--- src/rtl/mem_arbiter.sv ---
// Two-port round-robin arbiter in front of a single-port, 1-cycle-latency RAM.
// Fetch (I) and load/store (D) ports share the RAM; read responses are routed
// back to the issuing port, and saturating stall counters aid perf debug.
module mem_arbiter #(
    parameter int ADDR_W = 12,
    parameter int DATA_W = 32,
    parameter int CNT_W  = 16
) (
    input  logic                  clk,
    input  logic                  resetn,
    input  logic                  i_req,
    input  logic [ADDR_W-1:0]     i_addr,
    output logic                  i_gnt,
    output logic                  i_rvalid,
    output logic [DATA_W-1:0]     i_rdata,
    input  logic                  d_req,
    input  logic                  d_we,
    input  logic [DATA_W/8-1:0]   d_be,
    input  logic [ADDR_W-1:0]     d_addr,
    input  logic [DATA_W-1:0]     d_wdata,
    output logic                  d_gnt,
    output logic                  d_rvalid,
    output logic [DATA_W-1:0]     d_rdata,
    output logic                  m_en,
    output logic [DATA_W/8-1:0]   m_we,
    output logic [ADDR_W-1:0]     m_addr,
    output logic [DATA_W-1:0]     m_wdata,
    input  logic [DATA_W-1:0]     m_rdata,
    output logic [CNT_W-1:0]      i_stall_cnt,
    output logic [CNT_W-1:0]      d_stall_cnt
);

    typedef enum logic {
        PORT_I = 1'b0,
        PORT_D = 1'b1
    } port_e;

    localparam logic [CNT_W-1:0] CNT_ONE = CNT_W'(1);

    port_e            last_q, last_d;
    logic             rsp_i_q, rsp_i_d;
    logic             rsp_d_q, rsp_d_d;
    logic [CNT_W-1:0] i_stall_q, i_stall_d;
    logic [CNT_W-1:0] d_stall_q, d_stall_d;

    // Zero-latency grant: a lone requester wins, contention goes to the port not served last.
    always_comb begin
        i_gnt = i_req && (!d_req || (last_q == PORT_D));
        d_gnt = d_req && (!i_req || (last_q == PORT_I));
    end

    // RAM drive follows the grant; byte writes only for a granted D store.
    always_comb begin
        m_en    = i_gnt | d_gnt;
        m_addr  = d_gnt ? d_addr : i_addr;
        m_we    = (d_gnt && d_we) ? d_be : '0;
        m_wdata = d_wdata;
    end

    // Next state: fairness pointer, response-pending flags, saturating stall counters.
    always_comb begin
        last_d = last_q;
        if (d_gnt) begin
            last_d = PORT_D;
        end else if (i_gnt) begin
            last_d = PORT_I;
        end

        rsp_i_d = i_gnt;
        rsp_d_d = d_gnt && !d_we;

        i_stall_d = i_stall_q;
        if (i_req && !i_gnt && (i_stall_q != '1)) begin
            i_stall_d = i_stall_q + CNT_ONE;
        end

        d_stall_d = d_stall_q;
        if (d_req && !d_gnt && (d_stall_q != '1)) begin
            d_stall_d = d_stall_q + CNT_ONE;
        end
    end

    // State registers; reset leaves last=D so I wins the first contended cycle.
    always_ff @(posedge clk or negedge resetn) begin
        if (!resetn) begin
            last_q    <= PORT_D;
            rsp_i_q   <= 1'b0;
            rsp_d_q   <= 1'b0;
            i_stall_q <= '0;
            d_stall_q <= '0;
        end else begin
            last_q    <= last_d;
            rsp_i_q   <= rsp_i_d;
            rsp_d_q   <= rsp_d_d;
            i_stall_q <= i_stall_d;
            d_stall_q <= d_stall_d;
        end
    end

    // Read data is shared and unqualified; rvalid tells each port when it is theirs.
    always_comb begin
        i_rvalid    = rsp_i_q;
        d_rvalid    = rsp_d_q;
        i_rdata     = m_rdata;
        d_rdata     = m_rdata;
        i_stall_cnt = i_stall_q;
        d_stall_cnt = d_stall_q;
    end

endmodule

--- config.mk ---
export PLATFORM = sky130hd
export DESIGN_NAME = mem_arbiter
export DESIGN_NICKNAME = d
export VERILOG_FILES = /design/src/rtl/mem_arbiter.sv
export SDC_FILE = /design/constraint.sdc
export NUM_CORES = 1
export LEC_CHECK = 0
export ABC_AREA = 0
export CAP_MARGIN = 20
export CORE_AREA = 2 2 94 96
export DETAILED_ROUTE_END_ITERATION = 10
export DIE_AREA = 0 0 96 98
export PLACE_DENSITY = 0.9
export SYNTH_ARGS = -nofsm -noshare
export SYNTH_HDL_FRONTEND = slang
export SYNTH_SLANG_ARGS = --single-unit
--- constraint.sdc ---
create_clock -name clk -period 5.05 [get_ports clk]
set_clock_uncertainty 0.05 [all_clocks]
set_input_delay 1.515 -clock clk [delete_from_list [all_inputs] [get_ports clk]]
set_output_delay 1.515 -clock clk [all_outputs]
set_load 0.05 [all_outputs]
==> metrics.csv <==
metric;value;unit
synth_top_area_share;0.331;
drc_errors;0;
clkTransAtPathRegs;70;ps
syn_avg_cell_area;9.78;µm²
grt_pass1_wl;9980;µm
numPortBuffers;85;
cts_setup_buffers;0;
clkSinkCount;35;
reg2reg_depth;5;
start_kind;input port;
fin_nets;358;
rows;34;
core;8470;µm²
min_path_type;flop to flop;
ant_nets;0;
period_minus_slack;4710;ps
relSlewSlack;0.423;
die_w;96;µm
vias_per_cell;4.69;
cts.path.max_buffers;2;
wl_per_cell;17.6;µm
start_util;0.304;
routed_wl;6480;µm
arrival;3150;ps
multi_input_comb_area;955;µm²
die_area;9410;µm²
cts_root_buffer;clkbuf_8;
tns;0;ps
worstMarginPinSlew;859;ps
period_share;0.933;
synthDistinctLibCells;35;
syn_area;2570;µm²
post_cts_resized;0;
first_iter_violations;36;
ir_drop;0.214;mV
crit_required;3490;ps
cts_tree;built;
fmax;0.212;GHz
hold_path_depth;1;
regToRegStartpoint;d_stall_cnt[0]$_DFFE_PN0P_;
antenna_found_initial;0;
syn-num-nets;362;
ys_warn_count;0;
hp-start;i_stall_cnt[15]$_DFFE_PN0P_;
via_count;1727;
status;complete, no violations;
numCtsBuffers;5;
setup_viol;0;
timing_worst_setup_path_type;input port to output pin;
cp-end-kind;output pin;
grt_start_max_net_pins;36;
clock_latency;280;ps
seq_area_frac_synth;0.341;
cts-htree-levels;2;
drv_cap;0;
holdBufCountCts;0;
p_per_area;366;nW/µm²
firstDrtPassIters;4;
die_y;98;µm
grtUsageTotal;0.139;
yosys.area.top_type;dfrtp_1;
gp_congestion;0.819;
syn2layout_area_growth;16.0;%
drv_slew;0;
n_antenna_cell;0;
seq_area;877;µm²
place_hpwl;5190;µm
syn_inst;263;
ioPinCount;246;
ys_top_cells_by_area;dfrtp_1 (33%), buf_4 (28%), xor2_1 (7.1%), mux2_2 (5.7%), xnor2_1 (3.1%);
fill_cells;838;
gr-total-overflow;0;
cp-startpoint;i_req;
rsz0062_at_grt;no;
grt_pass1_vias;1810;
layout-drive-gt1-share;0.196;
crit_fanout;18;
hold_violations;0;
p_leak;0.00127;µW
ys_ff_latch;35;
timing.hold.ws;453;ps
## metal layers
layer  vias up  global-route usage  wire [µm]
met4         0              0.0385         70
met3        15              0.0463        522
met5         -                   0          0
li1        784                   -          -
met2       114               0.247       3480
met1       814               0.157       2410
## area by class of cell
cell class | count | area share
Clock buffer | 6 | 0.0277
Multi-Input combinational cell | 127 | 0.320
Tap cell | 108 | 0.0453
Sequential cell | 35 | 0.294
Timing Repair Buffer | 88 | 0.299
Clock inverter | 2 | 0.0117
Inverter | 2 | 0.00252
## critical path, cell delays in order
cell and delay [ps]:
clkdlybuf4s50_1 520, nand2_1 170, and2_1 130, buf_4 230
mux2_2 370, buf_4 190
## flip-flops by register name, indices dropped and copies added (netlist names)
register     cells
d_stall_cnt     16
i_rvalid         1
d_rvalid         1
last_q           1
i_stall_cnt     16
## worst paths after layout
path | end | slack, ps
max | m_addr[11] | 340
min | i_stall_cnt[15]$_DFFE_PN0P_ | 450
max reg2reg | d_stall_cnt[1]$_DFFE_PN0P_ | 2780
min reg2reg | i_stall_cnt[15]$_DFFE_PN0P_ | 450
max in group asynchronous | last_q$_DFFE_PN1P_ | 2990
min in group asynchronous | i_stall_cnt[5]$_DFFE_PN0P_ | 1610
## cell families after synthesis
group,count (synthesis),synth area share
AOI/OAI and AO/OA,2,0.00584
xor gates and xnor gates,30,0.102
adders and majority gates,2,0.00973
buffers and inverters,101,0.288
DFF,35,0.341
muxes,14,0.0613
and+or+nand+nor,79,0.192
## cells in the final DEF, fill, tap and decap left out, types with 2 or more instances in the layout
| master | Yosys | routed |
|---|---|---|
| nor2_1 | 9 | 9 |
| clkdlybuf4s50_1 | 0 | 67 |
| nor4_1 | 3 | 3 |
| nand3_1 | 7 | 7 |
| and4_1 | 2 | 2 |
| nor4bb_1 | 2 | 2 |
| nor3_1 | 9 | 9 |
| nor3b_1 | 2 | 2 |
| nand2_1 | 13 | 13 |
| buf_12 | 0 | 5 |
| or3_1 | 3 | 3 |
| nand4_1 | 12 | 12 |
| ha_1 | 2 | 2 |
| dfrtp_1 | 34 | 34 |
| xnor2_1 | 9 | 9 |
| mux2_2 | 13 | 13 |
| xor2_1 | 21 | 21 |
| and3_1 | 5 | 5 |
| inv_1 | 2 | 2 |
| clkbuf_8 | 0 | 6 |
| buf_4 | 96 | 16 |
| nor4_2 | 3 | 3 |
## stage by stage
step	instance area, µm²	setup WS (ps)	instances	utilization	total power, µW
3_3_place_gp	2870	381	360	0.338	825
2_1_floorplan	2570	386	263	-	856
5_1_grt	2980	242	368	0.352	1150
6_report	2980	336	368	0.352	1090
3_5_place_dp	2870	341	360	0.338	834
4_1_cts	2980	331	368	0.352	1110
## synth_stat cells (all sizes together)
master,instances
and4,2
nand3b,2
inv,2
nand2,13
nor4,7
ha,2
a21boi,1
nor3,9
or3,3
buf,98
and3,5
dfstp,1
nand4,12
nor2b,1
nor4b,1
dfrtp,34
nor3b,2
nor2,9
o21a,1
or2,1
mux2,14
clkbuf,1
xor2,21
nand3,8
xnor2,9
and2,1
nor4bb,2
or4,1
## where the power goes
part | internal, µW | leakage (µW) | total [µW] | switching (µW)
Sequential | 325 | 0.000461 | 391 | 65.3
Clock | 160 | 0.0000612 | 265 | 105
Combinational | 162 | 0.000747 | 436 | 274
Note: power is estimated with default switching activity, not from simulation.
